[config.mk]
export PLATFORM = sky130hd
export DESIGN_NAME = coin_display_flat
export DESIGN_NICKNAME = d
export VERILOG_FILES = /design/src/rtl/coin_display_pkg.sv /design/src/rtl/coin_display_if.sv /design/src/rtl/coin_display_bin2bcd_seq.sv /design/src/rtl/coin_display.sv /design/src/flat_wrapper.sv
export SDC_FILE = /design/constraint.sdc
export NUM_CORES = 1
export LEC_CHECK = 0
export CORE_ASPECT_RATIO = 1.1
export CORE_MARGIN = 5
export CORE_UTILIZATION = 55
export CTS_BUF_LIST = sky130_fd_sc_hd__clkbuf_8 sky130_fd_sc_hd__clkbuf_16
export DETAILED_ROUTE_END_ITERATION = 7
export PLACE_DENSITY = 0.85
export RECOVER_POWER = 100
export SLEW_MARGIN = 20
export SYNTH_ARGS = -nofsm -noshare
export SYNTH_HDL_FRONTEND = slang
export SYNTH_HIERARCHICAL = 1
export SYNTH_SLANG_ARGS = --single-unit
[constraint.sdc]
create_clock -name clk -period 1.9 [get_ports clk]
set_clock_uncertainty 0.2 [all_clocks]
set_input_delay 0.285 -clock clk [delete_from_list [all_inputs] [get_ports clk]]
set_output_delay 0.285 -clock clk [all_outputs]
set_load 0.02 [all_outputs]
[src/rtl/coin_display_pkg.sv]
// Shared definitions for the coin credit display: segment patterns (active-low
// {g,f,e,d,c,b,a}), converter state encoding and the digit-to-segment decoder.
package coin_display_pkg;

    typedef enum logic [1:0] {
        ST_IDLE  = 2'd0,
        ST_SHIFT = 2'd1,
        ST_DONE  = 2'd2
    } conv_state_t;

    localparam logic [6:0] SEG_BLANK = 7'h7F;
    localparam logic [6:0] SEG_0     = 7'h40;
    localparam logic [6:0] SEG_1     = 7'h79;
    localparam logic [6:0] SEG_2     = 7'h24;
    localparam logic [6:0] SEG_3     = 7'h30;
    localparam logic [6:0] SEG_4     = 7'h19;
    localparam logic [6:0] SEG_5     = 7'h12;
    localparam logic [6:0] SEG_6     = 7'h02;
    localparam logic [6:0] SEG_7     = 7'h78;
    localparam logic [6:0] SEG_8     = 7'h00;
    localparam logic [6:0] SEG_9     = 7'h10;

    function automatic logic [6:0] seg_decode(input logic [3:0] digit);
        case (digit)
            4'd0:    return SEG_0;
            4'd1:    return SEG_1;
            4'd2:    return SEG_2;
            4'd3:    return SEG_3;
            4'd4:    return SEG_4;
            4'd5:    return SEG_5;
            4'd6:    return SEG_6;
            4'd7:    return SEG_7;
            4'd8:    return SEG_8;
            4'd9:    return SEG_9;
            default: return SEG_BLANK;
        endcase
    endfunction

endpackage

[src/rtl/coin_display_if.sv]
// Credit/flag inputs and multiplexed 7-segment outputs of the coin display.
// master = credit source and display consumer, slave = coin_display itself.
interface coin_display_if #(
    parameter int VAL_W = 10
);
    logic [VAL_W-1:0] coin_val;
    logic             buy_flag;
    logic [3:0]       an;
    logic [6:0]       seg;
    logic             dp;
    logic             conv_busy;

    modport master (
        output coin_val, buy_flag,
        input  an, seg, dp, conv_busy
    );

    modport slave (
        input  coin_val, buy_flag,
        output an, seg, dp, conv_busy
    );
endinterface

[src/rtl/coin_display_bin2bcd_seq.sv]
// Sequential shift-add-3 binary to 4-digit BCD converter, one bit per clock.
// busy covers the SHIFT and DONE states; done marks the cycle bcd is final.
module bin2bcd_seq
    import coin_display_pkg::*;
#(
    parameter int VAL_W = 10
) (
    input  logic             clk,
    input  logic             reset,
    input  logic             start,
    input  logic [VAL_W-1:0] bin,
    output logic             busy,
    output logic             done,
    output logic [15:0]      bcd
);
    localparam int CNT_W = $clog2(VAL_W);
    localparam logic [CNT_W-1:0] LAST_BIT = CNT_W'(VAL_W - 1);

    conv_state_t      state_reg;
    logic [VAL_W-1:0] shift_reg;
    logic [15:0]      bcd_reg;
    logic [15:0]      bcd_adj;
    logic [CNT_W-1:0] bit_cnt_reg;
    logic             busy_reg;

    // Each nibble is corrected before the shift so it never exceeds 9 after doubling.
    generate
        for (genvar gi = 0; gi < 4; gi++) begin : g_adj
            assign bcd_adj[gi*4 +: 4] = (bcd_reg[gi*4 +: 4] >= 4'd5) ?
                                        bcd_reg[gi*4 +: 4] + 4'd3 : bcd_reg[gi*4 +: 4];
        end
    endgenerate

    always_ff @(posedge clk or negedge reset) begin
        if (!reset) begin
            state_reg   <= ST_IDLE;
            shift_reg   <= '0;
            bcd_reg     <= '0;
            bit_cnt_reg <= '0;
            busy_reg    <= 1'b0;
        end else begin
            case (state_reg)
                ST_IDLE: begin
                    if (start) begin
                        shift_reg   <= bin;
                        bcd_reg     <= '0;
                        bit_cnt_reg <= '0;
                        busy_reg    <= 1'b1;
                        state_reg   <= ST_SHIFT;
                    end
                end
                ST_SHIFT: begin
                    bcd_reg     <= (bcd_adj << 1) | 16'(shift_reg[VAL_W-1]);
                    shift_reg   <= shift_reg << 1;
                    bit_cnt_reg <= bit_cnt_reg + 1'b1;
                    if (bit_cnt_reg == LAST_BIT)
                        state_reg <= ST_DONE;
                end
                ST_DONE: begin
                    busy_reg  <= 1'b0;
                    state_reg <= ST_IDLE;
                end
                default: state_reg <= ST_IDLE;
            endcase
        end
    end

    assign busy = busy_reg;
    assign done = (state_reg == ST_DONE);
    assign bcd  = bcd_reg;

endmodule

[src/rtl/coin_display.sv]
// Shows the synchronised credit as up to four decimal digits on a scanned
// 7-segment display; the units decimal point reflects the purchase flag.
module coin_display #(
    parameter int SCAN_DIV = 100_000,
    parameter int VAL_W    = 10
) (
    input  logic          clk,
    input  logic          reset,
    coin_display_if.slave bus
);
    import coin_display_pkg::*;

    localparam int CNT_W = (SCAN_DIV > 1) ? $clog2(SCAN_DIV) : 1;
    localparam logic [CNT_W-1:0] SCAN_LAST = CNT_W'(SCAN_DIV - 1);

    logic [VAL_W-1:0] val_meta_reg, val_sync_reg, snap_reg;
    logic             buy_meta_reg, buy_sync_reg;
    logic             conv_start, conv_busy, conv_done;
    logic [15:0]      conv_bcd, shown_reg;
    logic [CNT_W-1:0] scan_cnt_reg;
    logic [1:0]       digit_idx_reg;
    logic [3:0]       an_reg;
    logic [6:0]       seg_reg;
    logic             dp_reg;
    logic [3:0]       digit_lit;
    logic [6:0]       digit_seg [4];

    // A new conversion is only accepted while the converter is idle (busy low).
    assign conv_start = !conv_busy && (val_sync_reg != snap_reg);

    bin2bcd_seq #(.VAL_W(VAL_W)) u_bin2bcd (
        .clk   (clk),
        .reset (reset),
        .start (conv_start),
        .bin   (val_sync_reg),
        .busy  (conv_busy),
        .done  (conv_done),
        .bcd   (conv_bcd)
    );

    // Leading-zero blanking: a digit lights if it or any higher digit is non-zero.
    generate
        for (genvar gi = 0; gi < 4; gi++) begin : g_digit
            if (gi == 0) begin : g_units
                assign digit_lit[gi] = 1'b1;
            end else begin : g_upper
                assign digit_lit[gi] = |shown_reg[15:gi*4];
            end
            assign digit_seg[gi] = digit_lit[gi] ? seg_decode(shown_reg[gi*4 +: 4]) : SEG_BLANK;
        end
    endgenerate

    always_ff @(posedge clk or negedge reset) begin
        if (!reset) begin
            val_meta_reg  <= '0;
            val_sync_reg  <= '0;
            buy_meta_reg  <= 1'b0;
            buy_sync_reg  <= 1'b0;
            snap_reg      <= '0;
            shown_reg     <= '0;
            scan_cnt_reg  <= '0;
            digit_idx_reg <= 2'd0;
            an_reg        <= 4'hF;
            seg_reg       <= SEG_BLANK;
            dp_reg        <= 1'b1;
        end else begin
            val_meta_reg <= bus.coin_val;
            val_sync_reg <= val_meta_reg;
            buy_meta_reg <= bus.buy_flag;
            buy_sync_reg <= buy_meta_reg;

            if (conv_start)
                snap_reg <= val_sync_reg;
            if (conv_done)
                shown_reg <= conv_bcd;

            if (scan_cnt_reg == SCAN_LAST) begin
                scan_cnt_reg  <= '0;
                digit_idx_reg <= digit_idx_reg + 2'd1;
            end else begin
                scan_cnt_reg <= scan_cnt_reg + 1'b1;
            end

            an_reg  <= ~(4'b0001 << digit_idx_reg);
            seg_reg <= digit_seg[digit_idx_reg];
            dp_reg  <= !((digit_idx_reg == 2'd0) && buy_sync_reg);
        end
    end

    assign bus.an        = an_reg;
    assign bus.seg       = seg_reg;
    assign bus.dp        = dp_reg;
    assign bus.conv_busy = conv_busy;

endmodule
[src/flat_wrapper.sv]
// flat-port wrapper written by rule: the top's interface ports become plain ports
module coin_display_flat import coin_display_pkg::*;
#(
    parameter int SCAN_DIV = 100_000,
    parameter int VAL_W    = 10
)
  (clk, reset, bus_coin_val, bus_buy_flag, bus_an, bus_seg, bus_dp, bus_conv_busy);
  coin_display_if #(.VAL_W(VAL_W)) bus_i ();
  input  logic clk;
  input  logic reset;
  input wire logic [$bits(bus_i.coin_val)-1:0] bus_coin_val;
  input wire logic [$bits(bus_i.buy_flag)-1:0] bus_buy_flag;
  output wire logic [$bits(bus_i.an)-1:0] bus_an;
  output wire logic [$bits(bus_i.seg)-1:0] bus_seg;
  output wire logic [$bits(bus_i.dp)-1:0] bus_dp;
  output wire logic [$bits(bus_i.conv_busy)-1:0] bus_conv_busy;
  assign bus_i.coin_val = bus_coin_val;
  assign bus_i.buy_flag = bus_buy_flag;
  assign bus_an = bus_i.an;
  assign bus_seg = bus_i.seg;
  assign bus_dp = bus_i.dp;
  assign bus_conv_busy = bus_i.conv_busy;
  coin_display #(.SCAN_DIV(SCAN_DIV), .VAL_W(VAL_W)) u_core (.clk(clk), .reset(reset), .bus(bus_i));
endmodule
# After elaboration in Yosys (flattened, before gate mapping)
# Memories as Yosys holds them, arrays and structs flattened.
# Index checks and enable logic that the tools add are counted.
# word_totals
register_bits	112
mem_bits_ro	448
memories	4
output_inout_bits	13
in_bits	13
elab_cells	79
# op_classes
shift	1
n_lt_le_gt_ge	5
n_bitwise	3
n_addsub	7
mux	22
n_eq_ne	7
n_reduce_logical	14
# memory_table
name	words	word_bits	read_ports	rd_clocked_by_memory_dff	wr	line_no	text
(name not given)	16	7	1	0	0	coin_display_pkg.sv:24	case (digit)
(name not given)	16	7	1	0	0	coin_display_pkg.sv:24	
(name not given)	16	7	1	0	0	coin_display_pkg.sv:24	
(name not given)	16	7	1	0	0	coin_display_pkg.sv:24	
# ops
op	count
$mux W7	5
$pmux W16 S2	1
$pmux W10 S2	1
$add A17 B1 Y17 const B	1
$eq A17 B17 Y1 const B	1
$mux W17	1
$ge A4 B3 Y1 const B	4
$mux W16	1
$mux W4	4
$or A16 B1 Y16	1
$bmux W7 S2	1
$add A4 B2 Y4 const B	3
$reduce_or A12 Y1	1
$mux W10	1
$ne A10 B10 Y1	1
$pmux W4 S2	1
$reduce_or A8 Y1	1
$reduce_and A2 Y1	3
$add A4 B1 Y4 const B	1
$eq A4 B4 Y1 const B	1
$logic_not A2 Y1	2
$mux W2	2
$not A4 Y4	1
$pmux W2 S2	1
16 further kinds	19

# Longest topological paths before layout
# depth
depth_word	5
ltp_mapped	8
ltp_nobuf	6

# Modules after synthesis
# Netlist, hierarchy kept.
# modules_own_cells
mod	area_each_um2	cells_each	instances	seq_area_each_um2
coin_display	3922.5	358	1	1991.9
bin2bcd_seq	1813.0	184	1	825.8

# Worst setup path after synthesis
# No wires, ideal clock.
# synth_path
kind	register -> register
from	reg u_core.u_bin2bcd.busy_reg (netlist: u_core/u_bin2bcd/busy)
to	reg u_core.u_bin2bcd.bcd_reg[15] (netlist: u_core/u_bin2bcd/bcd[15])
arrival_ps	1747
stages_incl_launch_ff	8
period_less_slack_ps	2069
required_ps	1578
path_buffers	3
slack_ps	-169
setup_time_ps	122
cell_sequence	dfrtp_1 > clkbuf_1 > a41oi_1 > buf_2 > o21ba_2 > buf_4 > o31ai_1 > a32o_1
# synth_between
elab_chain_cells	4
# synth_rtl
item	line_no	text
start: declaration	coin_display_bin2bcd_seq.sv:24	logic busy_reg;
start signal: assignment	coin_display_bin2bcd_seq.sv:40	busy_reg <= 1'b0;
start signal: assignment	coin_display_bin2bcd_seq.sv:48	busy_reg <= 1'b1;
start signal: assignment	coin_display_bin2bcd_seq.sv:60	busy_reg <= 1'b0;
$logic_not A1 Y1	coin_display.sv:29	assign conv_start = !conv_busy && (val_sync_reg != snap_reg);
$logic_and A1 B1 Y1	coin_display.sv:29	
via u_core.conv_start	coin_display.sv:18	logic conv_start, conv_busy, conv_done;
$ne A2 B1 Y1 (no line)	n/a	
$reduce_and A2 Y1 (no line)	n/a	
end signal: assignment	coin_display_bin2bcd_seq.sv:53	bcd_reg <= (bcd_adj << 1) | 16'(shift_reg[VAL_W-1]);
end: declaration	coin_display_bin2bcd_seq.sv:21	logic [15:0] bcd_reg;
# The timed path passes the listed nets, and every way through them passes these cells.
# A chain may end at the register's enable or synchronous reset.

# Worst setup path after layout
# layout_path
from	reg u_core.snap_reg[6]
to	reg u_core.u_bin2bcd.bcd_reg[14] (netlist: u_core/u_bin2bcd/bcd[14])
# layout_between
elab_chain_cells	4
# layout_rtl
item	line_no	text
start: declaration	coin_display.sv:16	logic [VAL_W-1:0] val_meta_reg, val_sync_reg, snap_reg;
start signal: assignment	coin_display.sv:73	snap_reg <= val_sync_reg;
$ne A10 B10 Y1	coin_display.sv:29	
$logic_and A1 B1 Y1	coin_display.sv:29	
via u_core.conv_start	coin_display.sv:18	
$ne A2 B1 Y1 (no line)	n/a	
$reduce_and A2 Y1 (no line)	n/a	
# The timed path passes the listed nets, and every way through them passes these cells.

==> impl_metrics.ini <==
[hold_path]
hold_path_class = register to register
hold_end = u_core/val_sync_reg[8]$_DFF_PN0_
hold_depth = 0
min_from = u_core/val_meta_reg[8]$_DFF_PN0_

[sta]
min_period_ps = 2032
slew_violations = 0
fin_crit_sh_pct = 107.0
final_hold_viol_count = 0
fmax_mhz = 492.1
fin_ws_ps = -132.1
slew_headroom_pct = 37.38
max_slew.worst_pin.slew_ps = 939.3
setup_viol = 29
fin_tns_setup_ps = -2145
whs_ps = 147.8
grt_setup_unrepaired = yes

[pwr]
internal-power_w = 0.006054
clkPwrFrac_pct = 17.6
combinationalPowerShare_pct = 45.7
seqPwrFrac_pct = 36.7
switchingPower_w = 0.003818
ir_worst_vdd_uv = 728.3
leakagePower_nw = 2.947
powerDensity_nw_per_um2 = 1447
p_sw_share_pct = 38.68

[drt]
drt_wl_total_mm = 11.64
routedWlPerCell_um = 15.52
ant_nets = 0
via_count = 4265
dr.pass1.iters = 5
vias_per_cell = 5.687
dr.first_iter.drc_count = 252
drc_errors = 0

[global_route]
grtUsageTotal_pct = 19.62
grt_max_degree = 37
grt_pass1_vias = 4382
antenna_found_initial = 0
overflow = 0
grt_pass1_wl_mm = 19.93

[setup_path]
rr_endpoint = u_core/u_bin2bcd/bcd[14]$_DFFE_PN0P_
worstPathRequired_ps = 1960
crit_type = register to register
startpoint_type = register
endpoint_kind = register
worstPathArrival_ps = 2090
reg2reg_slack_ps = -130
r2r_start = u_core/snap_reg[6]$_DFFE_PN0P_
crit_path_max_fanout = 6
reg2reg_depth = 7

[layout]
syn_to_final_growth_pct = 18.91
largest_reg_flops = 17
drive_gt1_share_pct = 22.90
fin_nets = 650
diodes = 0

[floorplanning]
dieArea_um2 = 12570
num_io_pins = 26
rows = 39
core_um2 = 10300
fp.dieW_um = 107.4
start_util_pct = 55.71
die_h_um = 117.1

[clock_network]
clkLatencyLatePin_ps = 350
ctsLongestPathBuffers = 2
htreeDepth = 3
cts-root-buf = clkbuf_16
cts.sinks = 112
numCtsBuffers = 9
clk_pin_slew_ps = 70
cts_tree = built

[place]
io_buffers = 25
place.gp.congestion = 0.8731
hpwlAfterDp_mm = 8.249

[outcome]
status = complete, but fails checks
violations = negative setup slack

[job]
maxCapViolCount = 0

[synthesis]
postSynth.asyncResetShare_pct = 100.0
synthesis.area_um2 = 5736
yosysUniqueCellTypes = 64
synth_warnings = 6
synth-seq-cells = 112
synthFlopType = dfrtp_1
syn_nets = 590
synth_edf_count = 0
netlist_instances = 542
synth.avg_cell_area_um2 = 10.58
ys_seq_area_share_pct = 49.13
## through the flow
stage          area, um^2  worst slack, ps  instances  total power (W)  utilization (%)
3_3_place_gp         6412           -72.64        729         0.007516            62.28
2_1_floorplan        5766           -79.48        542         0.006532                -
5_1_grt              6820           -269.3        750          0.01056            66.24
3_5_place_dp         6412           -154.4        729         0.007799            62.28
6_report             6820           -132.1        750         0.009872            66.24
4_1_cts              6734           -111.9        747         0.009627            65.40
## routing by layer
layer	share of wire, %	GRT usage, %	vias to the layer above	wire (um)
met2	52	34.58	110	6015
met1	41	23.02	2080	4782
met5	0	0	-	0
met4	2.9	9.596	0	338
met3	4.3	4.004	28	504
li1	-	-	2047	-
## worst max-delay path: stages, from the launching register on
cell and delay (ps):
dfrtp_1 400, xor2_1 170, nor4_1 310, a41oi_2 210
o21bai_1 260, buf_4 230, nand2_1 80, o211ai_1 90
## power by group through the flow
| stage | Combinational (W) | Clock, W | Sequential, W |
|---|---|---|---|
| 5_1_grt | 0.00496 | 0.00188 | 0.00372 |
| 2_1_floorplan | 0.00292 | 0 | 0.00361 |
| 6_report | 0.00451 | 0.00173 | 0.00363 |
| 3_3_place_gp | 0.00392 | 0 | 0.00359 |
| 4_1_cts | 0.00424 | 0.00178 | 0.00361 |
| 3_5_place_dp | 0.00414 | 0 | 0.00366 |
## logic make-up (layout without fill, tap and decap cells)
| family | count (synthesis) | in the layout | synth area share, % |
|---|---|---|---|
| xor gates and xnor gates | 28 | 28 | 4.276 |
| buffers and inverters | 63 | 128 | 4.843 |
| DFF | 112 | 112 | 49.13 |
| muxes | 23 | 23 | 4.407 |
| AOI/OAI and AO/OA | 137 | 137 | 16.38 |
| and+or+nand+nor | 144 | 144 | 13.33 |
| adders and majority gates | 35 | 35 | 7.635 |
## layout by cell type (no fill, tap or decap), drive strengths merged, types with 10 or more instances in the layout
cell type	netlist	final
dfrtp	100	100
nand2	41	41
buf	14	40
inv	36	39
o21ai	39	39
ha	35	35
nor2	24	24
a21oi	22	22
nor2b	19	19
mux2	18	18
clkbuf	11	18
xnor2	15	15
dlygate4sd2	0	13
xor2	13	13
dlygate4sd3	0	12
dfstp	12	12
nand2b	10	10
## worst max-delay path by stage
stage	startpoint	end	slack, ps	cells after the start
6_report	u_core/snap_reg[6]$_DFFE_PN0P_	u_core/u_bin2bcd/bcd[14]$_DFFE_PN0P_	-130	7
3_5_place_dp	u_core/snap_reg[2]$_DFFE_PN0P_	u_core/u_bin2bcd/bit_cnt_reg[2]$_DFFE_PN0P_	-150	7
3_3_place_gp	u_core/snap_reg[2]$_DFFE_PN0P_	u_core/u_bin2bcd/shift_reg[0]$_DFFE_PN0P_	-70	5
4_1_cts	u_core/snap_reg[2]$_DFFE_PN0P_	u_core/u_bin2bcd/shift_reg[0]$_DFFE_PN0P_	-110	5
5_1_grt	u_core/val_sync_reg[5]$_DFF_PN0_	u_core/u_bin2bcd/bcd[14]$_DFFE_PN0P_	-270	7
2_1_floorplan	u_core/snap_reg[3]$_DFFE_PN0P_	u_core/u_bin2bcd/bcd[15]$_DFFE_PN0P_	-80	8
## synth_stat cells, types with 6 or more instances
library cell,count,area (um^2)
dfrtp_1,100,2502
nand2_1,41,153.9
inv_1,36,135.1
ha_1,35,437.9
o21ai_0,32,160.2
nor2_1,24,90.09
a21oi_1,20,100.1
nor2b_1,19,118.9
mux2_2,18,202.7
xnor2_1,15,131.4
xor2_1,13,113.9
dfstp_2,12,315.3
clkbuf_1,11,41.29
nand2b_1,10,62.56
a22oi_1,9,67.56
a32o_1,9,90.09
o211ai_1,9,67.56
nand3_1,8,40.04
nand4_1,8,50.05
o2111ai_1,8,70.07
o21ai_1,7,35.03
o31ai_1,7,52.55
buf_2,6,30.03
## area by class of cell
class	count	area, um^2
Tap cell	143	178.9
Fill cell	762	3476
Clock inverter	7	46.29
Clock buffer	9	225.2
Timing Repair Buffer	74	586.8
Inverter	38	142.6
Multi-Input combinational cell	367	2823
Sequential cell	112	2818
## timing repair
item,in CTS,in global routing
resized for setup,29,36
buffers inserted,1,2
pin swaps,5,12
endpoints found under the hold margin,95,0
hold buffers,1,0
setup endpoints to repair,47,40
cloned,0,1
Power figures use the tool's default switching activity.
